`src/rtl/jtag_pkg.sv`:
```
// Shared JTAG definitions: host opcodes, IEEE 1149.1 TAP state codes, and the
// TMS preamble/postamble patterns the host plays out around each shift.
package jtag_pkg;

    typedef enum logic [1:0] {
        OP_RESET    = 2'd0,
        OP_SHIFT_IR = 2'd1,
        OP_SHIFT_DR = 2'd2,
        OP_RUN      = 2'd3
    } jtag_op_e;

    typedef enum logic [3:0] {
        TAP_EXIT2_DR     = 4'h0,
        TAP_EXIT1_DR     = 4'h1,
        TAP_SHIFT_DR     = 4'h2,
        TAP_PAUSE_DR     = 4'h3,
        TAP_SELECT_IR    = 4'h4,
        TAP_UPDATE_DR    = 4'h5,
        TAP_CAPTURE_DR   = 4'h6,
        TAP_SELECT_DR    = 4'h7,
        TAP_EXIT2_IR     = 4'h8,
        TAP_EXIT1_IR     = 4'h9,
        TAP_SHIFT_IR     = 4'hA,
        TAP_PAUSE_IR     = 4'hB,
        TAP_RUN_IDLE     = 4'hC,
        TAP_UPDATE_IR    = 4'hD,
        TAP_CAPTURE_IR   = 4'hE,
        TAP_TEST_RESET   = 4'hF
    } tap_state_e;

    typedef enum logic [2:0] {
        S_IDLE  = 3'd0,
        S_PRE   = 3'd1,
        S_SHIFT = 3'd2,
        S_POST  = 3'd3,
        S_DONE  = 3'd4
    } host_state_e;

    // TMS patterns are played LSB first, one bit per TCK cycle.
    localparam logic [5:0] PAT_RESET   = 6'b011111;
    localparam logic [2:0] LEN_RESET   = 3'd6;
    localparam logic [5:0] PAT_IR_PRE  = 6'b000011;
    localparam logic [2:0] LEN_IR_PRE  = 3'd4;
    localparam logic [5:0] PAT_DR_PRE  = 6'b000001;
    localparam logic [2:0] LEN_DR_PRE  = 3'd3;
    localparam logic [5:0] PAT_POST    = 6'b000001;
    localparam logic [2:0] LEN_POST    = 3'd2;

endpackage

```
`src/rtl/jtag_tck_gen.sv`:
```
// TCK divider: CLK_DIV clk cycles low then CLK_DIV high, held low while disabled.
// rise_en/fall_en flag the clk edge on which tck toggles.
module jtag_tck_gen
    import jtag_pkg::*;
#(
    parameter int CLK_DIV = 2
) (
    input  logic clk,
    input  logic reset,
    input  logic en,
    output logic tck,
    output logic rise_en,
    output logic fall_en
);

    localparam int CW = (CLK_DIV > 1) ? $clog2(CLK_DIV) : 1;

    logic [CW-1:0] cnt_q, cnt_d;
    logic          tck_q, tck_d;
    logic          wrap;

    assign wrap    = en && (cnt_q == CW'(CLK_DIV - 1));
    assign rise_en = wrap && !tck_q;
    assign fall_en = wrap && tck_q;
    assign tck     = tck_q;

    always_comb begin
        cnt_d = cnt_q;
        tck_d = tck_q;
        if (!en) begin
            cnt_d = '0;
            tck_d = 1'b0;
        end else if (wrap) begin
            cnt_d = '0;
            tck_d = !tck_q;
        end else begin
            cnt_d = cnt_q + CW'(1);
        end
    end

    always_ff @(posedge clk) begin
        if (reset) begin
            cnt_q <= '0;
            tck_q <= 1'b0;
        end else begin
            cnt_q <= cnt_d;
            tck_q <= tck_d;
        end
    end

endmodule

```
`src/rtl/jtag_host.sv`:
```
// JTAG initiator: takes one command at a time, walks the TAP through the
// preamble/shift/postamble TMS sequence and returns the captured TDO bits.
module jtag_host
    import jtag_pkg::*;
#(
    parameter int CLK_DIV = 2,
    parameter int MAX_LEN = 32
) (
    input  logic               clk,
    input  logic               reset,
    input  logic               cmd_valid,
    output logic               cmd_ready,
    input  logic [1:0]         cmd_op,
    input  logic [5:0]         cmd_len,
    input  logic [MAX_LEN-1:0] cmd_data,
    output logic               rsp_valid,
    output logic [MAX_LEN-1:0] rsp_data,
    output logic               busy,
    output logic               tck,
    output logic               tms,
    output logic               tdi,
    input  logic               tdo,
    output logic               trst
);

    localparam int         IDX_W   = (MAX_LEN > 1) ? $clog2(MAX_LEN) : 1;
    localparam logic [5:0] LEN_MAX = 6'(MAX_LEN);

    host_state_e        state_q, state_d;
    jtag_op_e           op_q, op_d;
    logic [5:0]         len_q, len_d, bit_cnt_q, bit_cnt_d, len_clamp;
    logic [MAX_LEN-1:0] data_q, data_d, rsp_data_q, rsp_data_d;
    logic [5:0]         pat_q, pat_d;
    logic [2:0]         pat_cnt_q, pat_cnt_d;
    logic               tms_q, tms_d, tdi_q, tdi_d, trst_q, trst_d;
    logic               cmd_ready_q, cmd_ready_d, rsp_valid_q, rsp_valid_d;
    logic               rise_seen_q, rise_seen_d;
    logic               tck_en, rise_en, fall_en, step;

    assign tck_en    = (state_q == S_PRE) || (state_q == S_SHIFT) || (state_q == S_POST);
    assign len_clamp = (cmd_len > LEN_MAX) ? LEN_MAX : cmd_len;
    // Advance only on a falling edge that closes a full high phase.
    assign step      = fall_en && rise_seen_q;

    jtag_tck_gen #(.CLK_DIV(CLK_DIV)) u_tck_gen (
        .clk     (clk),
        .reset   (reset),
        .en      (tck_en),
        .tck     (tck),
        .rise_en (rise_en),
        .fall_en (fall_en)
    );

    always_comb begin
        state_d     = state_q;
        op_d        = op_q;
        len_d       = len_q;
        bit_cnt_d   = bit_cnt_q;
        data_d      = data_q;
        rsp_data_d  = rsp_data_q;
        pat_d       = pat_q;
        pat_cnt_d   = pat_cnt_q;
        tms_d       = tms_q;
        tdi_d       = tdi_q;
        trst_d      = trst_q;
        cmd_ready_d = cmd_ready_q;
        rsp_valid_d = rsp_valid_q;
        rise_seen_d = rise_seen_q;
        if (rise_en) rise_seen_d = 1'b1;
        if (fall_en) rise_seen_d = 1'b0;

        case (state_q)
            S_IDLE: begin
                trst_d      = 1'b0;
                rise_seen_d = 1'b0;
                if (cmd_valid && cmd_ready_q) begin
                    op_d        = jtag_op_e'(cmd_op);
                    len_d       = len_clamp;
                    data_d      = cmd_data;
                    rsp_data_d  = '0;
                    bit_cnt_d   = '0;
                    tdi_d       = 1'b0;
                    cmd_ready_d = 1'b0;
                    case (jtag_op_e'(cmd_op))
                        OP_RESET: begin
                            state_d   = S_PRE;
                            trst_d    = 1'b1;
                            tms_d     = PAT_RESET[0];
                            pat_d     = PAT_RESET >> 1;
                            pat_cnt_d = LEN_RESET - 3'd1;
                        end
                        OP_SHIFT_IR: begin
                            state_d   = (len_clamp == 6'd0) ? S_DONE : S_PRE;
                            tms_d     = (len_clamp == 6'd0) ? tms_q : PAT_IR_PRE[0];
                            pat_d     = PAT_IR_PRE >> 1;
                            pat_cnt_d = LEN_IR_PRE - 3'd1;
                        end
                        OP_SHIFT_DR: begin
                            state_d   = (len_clamp == 6'd0) ? S_DONE : S_PRE;
                            tms_d     = (len_clamp == 6'd0) ? tms_q : PAT_DR_PRE[0];
                            pat_d     = PAT_DR_PRE >> 1;
                            pat_cnt_d = LEN_DR_PRE - 3'd1;
                        end
                        default: begin
                            state_d = (len_clamp == 6'd0) ? S_DONE : S_SHIFT;
                            tms_d   = (len_clamp == 6'd0) ? tms_q : 1'b0;
                        end
                    endcase
                end
            end
            S_PRE: begin
                if (step) begin
                    trst_d = 1'b0;
                    if (pat_cnt_q != 3'd0) begin
                        tms_d     = pat_q[0];
                        pat_d     = pat_q >> 1;
                        pat_cnt_d = pat_cnt_q - 3'd1;
                    end else if (op_q == OP_RESET) begin
                        state_d = S_DONE;
                    end else begin
                        state_d = S_SHIFT;
                        tms_d   = (len_q == 6'd1);
                        tdi_d   = data_q[0];
                        data_d  = data_q >> 1;
                    end
                end
            end
            S_SHIFT: begin
                if (step) begin
                    if (op_q != OP_RUN) rsp_data_d[bit_cnt_q[IDX_W-1:0]] = tdo;
                    if (bit_cnt_q == len_q - 6'd1) begin
                        if (op_q == OP_RUN) begin
                            state_d = S_DONE;
                        end else begin
                            state_d   = S_POST;
                            tms_d     = PAT_POST[0];
                            tdi_d     = 1'b0;
                            pat_d     = PAT_POST >> 1;
                            pat_cnt_d = LEN_POST - 3'd1;
                        end
                    end else begin
                        bit_cnt_d = bit_cnt_q + 6'd1;
                        if (op_q != OP_RUN) begin
                            // Raise TMS with the final data bit to leave Shift-xR.
                            tms_d  = (bit_cnt_q + 6'd2 == len_q);
                            tdi_d  = data_q[0];
                            data_d = data_q >> 1;
                        end
                    end
                end
            end
            S_POST: begin
                if (step) begin
                    if (pat_cnt_q != 3'd0) begin
                        tms_d     = pat_q[0];
                        pat_d     = pat_q >> 1;
                        pat_cnt_d = pat_cnt_q - 3'd1;
                    end else begin
                        state_d = S_DONE;
                    end
                end
            end
            S_DONE: begin
                if (!rsp_valid_q) begin
                    rsp_valid_d = 1'b1;
                end else begin
                    rsp_valid_d = 1'b0;
                    cmd_ready_d = 1'b1;
                    state_d     = S_IDLE;
                end
            end
            default: state_d = S_IDLE;
        endcase
    end

    always_ff @(posedge clk) begin
        if (reset) begin
            state_q     <= S_IDLE;
            bit_cnt_q   <= '0;
            pat_cnt_q   <= '0;
            tms_q       <= 1'b1;
            tdi_q       <= 1'b0;
            trst_q      <= 1'b1;
            cmd_ready_q <= 1'b1;
            rsp_valid_q <= 1'b0;
            rsp_data_q  <= '0;
            rise_seen_q <= 1'b0;
        end else begin
            state_q     <= state_d;
            bit_cnt_q   <= bit_cnt_d;
            pat_cnt_q   <= pat_cnt_d;
            tms_q       <= tms_d;
            tdi_q       <= tdi_d;
            trst_q      <= trst_d;
            cmd_ready_q <= cmd_ready_d;
            rsp_valid_q <= rsp_valid_d;
            rsp_data_q  <= rsp_data_d;
            rise_seen_q <= rise_seen_d;
        end
    end

    always_ff @(posedge clk) begin
        op_q   <= op_d;
        len_q  <= len_d;
        data_q <= data_d;
        pat_q  <= pat_d;
    end

    assign cmd_ready = cmd_ready_q;
    assign busy      = !cmd_ready_q;
    assign rsp_valid = rsp_valid_q;
    assign rsp_data  = rsp_data_q;
    assign tms       = tms_q;
    assign tdi       = tdi_q;
    assign trst      = trst_q;

endmodule

```
`config.mk`:
```
export PLATFORM = sky130hd
export DESIGN_NAME = jtag_host
export DESIGN_NICKNAME = d
export VERILOG_FILES = /design/src/rtl/jtag_pkg.sv /design/src/rtl/jtag_tck_gen.sv /design/src/rtl/jtag_host.sv
export SDC_FILE = /design/constraint.sdc
export NUM_CORES = 1
export LEC_CHECK = 0
export BUFFER_PORTS_ARGS = -buffer_cell sky130_fd_sc_hd__buf_2
export CAP_MARGIN = 0
export CORE_MARGIN = 4
export CORE_UTILIZATION = 58
export DETAILED_ROUTE_END_ITERATION = 6
export PLACE_DENSITY = 0.88
export SKIP_LAST_GASP = 1
export SYNTH_ARGS = -nofsm -noshare
export SYNTH_HDL_FRONTEND = slang
export SYNTH_SLANG_ARGS = --single-unit
export TNS_END_PERCENT = 1
```
`constraint.sdc`:
```
create_clock -name clk -period 6 [get_ports clk]
set_input_delay 0.9 -clock clk [delete_from_list [all_inputs] [get_ports clk]]
set_output_delay 0.9 -clock clk [all_outputs]
set_load 0.005 [all_outputs]
```
==> flow_metrics.env <==
export IMPL_worstPathRequired_ns=6.28
export IMPL_synth_largest_area_cell="sky130_fd_sc_hd__edfxtp_1"
export IMPL_grt_start_max_net_pins=35
export IMPL_drt_antenna_violating_nets=0
export IMPL_status="finished clean"
export IMPL_fp_row_count=33
export IMPL_fin_setup_tns_ns=0
export IMPL_syn_num_nets=565
export IMPL_worst_slew_margin_rel=0.1770
export IMPL_timing_hold_ws_ns=0.4579
export IMPL_die_w_um=99.75
export IMPL_first_pass_grt_wire_length_um=18520
export IMPL_period_minus_slack_ns=2.837
export IMPL_h_tree_depth=3
export IMPL_report_final_setup_viol=0
export IMPL_multi_input_gate_area_in_the_final_layout_um2=2366
export IMPL_final_core_utilization=0.6720
export IMPL_drc=0
export IMPL_first_global_vias=3964
export IMPL_route_final_wire_length_um=11350
export IMPL_final_hold_violation_count=0
export IMPL_synth_cell_area_um2=4882
export IMPL_quantity_of_hold_fixing_buffers_added_after_cts=0
export IMPL_post_cts_resize_count=0
export IMPL_diodes_inserted=0
export IMPL_globalplace_congestion=0.9774
export IMPL_synth_top_cells_by_area="sky130_fd_sc_hd__edfxtp_1, sky130_fd_sc_hd__dfxtp_1, sky130_fd_sc_hd__mux2_2"
export IMPL_grtUsageTotal=0.2298
export IMPL_postSynthAreaPerCell_um2=9.649
export IMPL_worstMarginPinSlew_ns=1.232
export IMPL_synthDominantCellAreaShare=0.2706
export IMPL_pwr_density_cell_nw_per_um2=323.5
export IMPL_antenna_violations_before_repair=0
export IMPL_cap_viol_max_count=0
export IMPL_cts_buffers=9
export IMPL_rsz0062_at_grt="false"
export IMPL_drt_pre_antenna_iters=6
export IMPL_final_cycle_utilization_of_the_critical_path=0.4728
export IMPL_tritoncts="built"
export IMPL_viasPerCell=5.975
export IMPL_synth_edff_count=44
export IMPL_synth_flop_cell="sky130_fd_sc_hd__dfxtp_1"
export IMPL_post_cts_buffers=0
export IMPL_static_leakage_power_nw=2.071
export IMPL_insertion_delay_ns=0.37
export IMPL_ctsRootBufferMaster="sky130_fd_sc_hd__clkbuf_8"
export IMPL_hold_path_class="reg -> reg"
export IMPL_cts_sink_cnt=96
export IMPL_io_buffer_count=82
export IMPL_syn_instance_count=506
export IMPL_boundaryPins=83
export IMPL_seq_area_frac_synth=0.4839
export IMPL_drt_initial_drc_count=252
export IMPL_floorplan_initialDensity=0.5942
export IMPL_timing_fmax_mhz=352.5
export IMPL_final_seq_area_um2=2362
export IMPL_layout_cells_sized_above_1=0.2642
export IMPL_n_fill_cell=651
export IMPL_cts_reportedPaths_clkPinSlew_ns=0.10
export IMPL_maximum_count_of_clock_buffers_along_a_single_path=2
export IMPL_areaGrowthSynthToFinish_pct=13.10
export IMPL_dpl_cell_count=668
export IMPL_ys_types=61
export IMPL_detailedPlacementHpwl_um=7946
export IMPL_max_vdd_ir_drop_mv=0.2090
export IMPL_final_max_slew_viol_count=0
export IMPL_finish_instance_area_um2=5522
export IMPL_synth_async_sr_flop_share=0
export IMPL_routed_via_count=4087
export IMPL_timing_critical_path_fanout_max=20
export IMPL_globalRoute_totalOverflow=0
export IMPL_core_area_um2=8217
export IMPL_worst_endpoint_arrival_ns=3.12
export IMPL_yosysWarningCount=0
export IMPL_timing_worst_setup_path_type="reg -> reg"
export IMPL_final_instance_count_excl_fill=684
export IMPL_critPathLaunchType="register"
export IMPL_dieHeight_um=99.75
export IMPL_wire_per_inst_um=16.59
export IMPL_placed_inst_area_um2=5338
export IMPL_final_net_count=633
export IMPL_seq_cells_post_synth=96
export IMPL_worst_clock_skew_ns=0.01322
export IMPL_setup_worst_path_end_class="register"
export IMPL_fp_dieArea_um2=9949
## logic make-up (layout without fill, tap and decap cells)
group / Yosys count / count (layout) / synth area share
compound gates: 98 / 98 / 0.1292
xor+xnor: 12 / 12 / 0.02307
fa+ha+maj: 15 / 15 / 0.03844
buf+inv: 40 / 113 / 0.03511
flops: 96 / 96 / 0.4839
mux: 33 / 33 / 0.07586
simple gates: 212 / 212 / 0.2145
## path summary, 6_finish.rpt
path                            cells after the start            to    startpoint  slack (ns)
worst max-delay path                                5  pat_cnt_q[1]    state_q[1]        3.16
worst min-delay path                                2  rsp_data[26]  rsp_data[26]        0.46
worst max register to register                      5  pat_cnt_q[1]    state_q[1]        3.16
worst min register to register                      2  rsp_data[26]  rsp_data[26]        0.46
## cell type report
type,instances,area share
clock inverter,7,0.01088
multi-input combinational,370,0.4285
inverter,12,0.008158
tap,105,0.02379
sequential,96,0.4278
timing repair buffer,85,0.07840
clock buffer,9,0.02243
## Yosys cell counts, types with 4 or more instances
cell	instances
sky130_fd_sc_hd__or3_1	4
sky130_fd_sc_hd__a21oi_1	48
sky130_fd_sc_hd__clkbuf_1	16
sky130_fd_sc_hd__nor2_1	22
sky130_fd_sc_hd__xor2_1	6
sky130_fd_sc_hd__o21ai_0	11
sky130_fd_sc_hd__nand2b_1	5
sky130_fd_sc_hd__dfxtp_1	52
sky130_fd_sc_hd__nand3_1	38
sky130_fd_sc_hd__buf_2	11
sky130_fd_sc_hd__nor2b_1	11
sky130_fd_sc_hd__inv_1	12
sky130_fd_sc_hd__nand2_1	88
sky130_fd_sc_hd__a21o_1	4
sky130_fd_sc_hd__o31ai_1	4
sky130_fd_sc_hd__nor3_1	10
sky130_fd_sc_hd__nor3b_1	5
sky130_fd_sc_hd__mux2_2	32
sky130_fd_sc_hd__or2_2	6
sky130_fd_sc_hd__edfxtp_1	44
sky130_fd_sc_hd__ha_1	15
sky130_fd_sc_hd__xnor2_1	5
## where the power goes
group,leakage (nW),total (mW),internal [mW],switching (mW)
sequential,0.841,0.913,0.853,0.0601
clock,0.0862,0.408,0.158,0.249
combinational,1.14,0.466,0.190,0.275
## per-stage QoR
| stage | setup slack [ns] | power [mW] |
|---|---|---|
| 6_report | 3.163 | 1.786 |
| 5_1_grt | 2.877 | 1.876 |
| 4_1_cts | 3.246 | 1.788 |
| 3_5_place_dp | 3.237 | 1.384 |
| 3_3_place_gp | 3.346 | 1.360 |
| 2_1_floorplan | 2.558 | 1.260 |
## critical path, cell delays in order, from the launching register on
cell and delay, ns:
sky130_fd_sc_hd__dfxtp_1 0.74, sky130_fd_sc_hd__nor3b_1 1.05, sky130_fd_sc_hd__a221oi_1 0.29, sky130_fd_sc_hd__nand3_1 0.27, sky130_fd_sc_hd__nor2_1 0.17, sky130_fd_sc_hd__o31ai_1 0.22
## state kept, by name, summed over array words and instances (netlist names), 2 cells and up
name	count
bit_cnt_q	6
data_q	32
len_q	6
op_q	2
pat_cnt_q	3
pat_q	4
rsp_data	32
state_q	3
## cells in the final DEF (no fill, tap or decap), types with 10 or more instances in the layout
cell                        n
sky130_fd_sc_hd__nor3_1    10
sky130_fd_sc_hd__mux2_2    32
sky130_fd_sc_hd__o21ai_0   11
sky130_fd_sc_hd__inv_1     12
sky130_fd_sc_hd__nand2_1   88
sky130_fd_sc_hd__a21oi_1   47
sky130_fd_sc_hd__buf_2     82
sky130_fd_sc_hd__nor2b_1   11
sky130_fd_sc_hd__edfxtp_1  44
sky130_fd_sc_hd__nand3_1   38
sky130_fd_sc_hd__ha_1      15
sky130_fd_sc_hd__dfxtp_1   52
sky130_fd_sc_hd__nor2_1    21
## metal layers
| metal | vias up | part of all wire | global-route usage |
|---|---|---|---|
| met1 | 1923 | 0.41 | 0.2920 |
| met4 | 0 | 0.029 | 0.1092 |
| met2 | 172 | 0.49 | 0.3740 |
| met3 | 36 | 0.070 | 0.04769 |
| li1 | 1956 | - | - |
| met5 | - | 0 | 0 |
(Power assumes the default switching activity.)
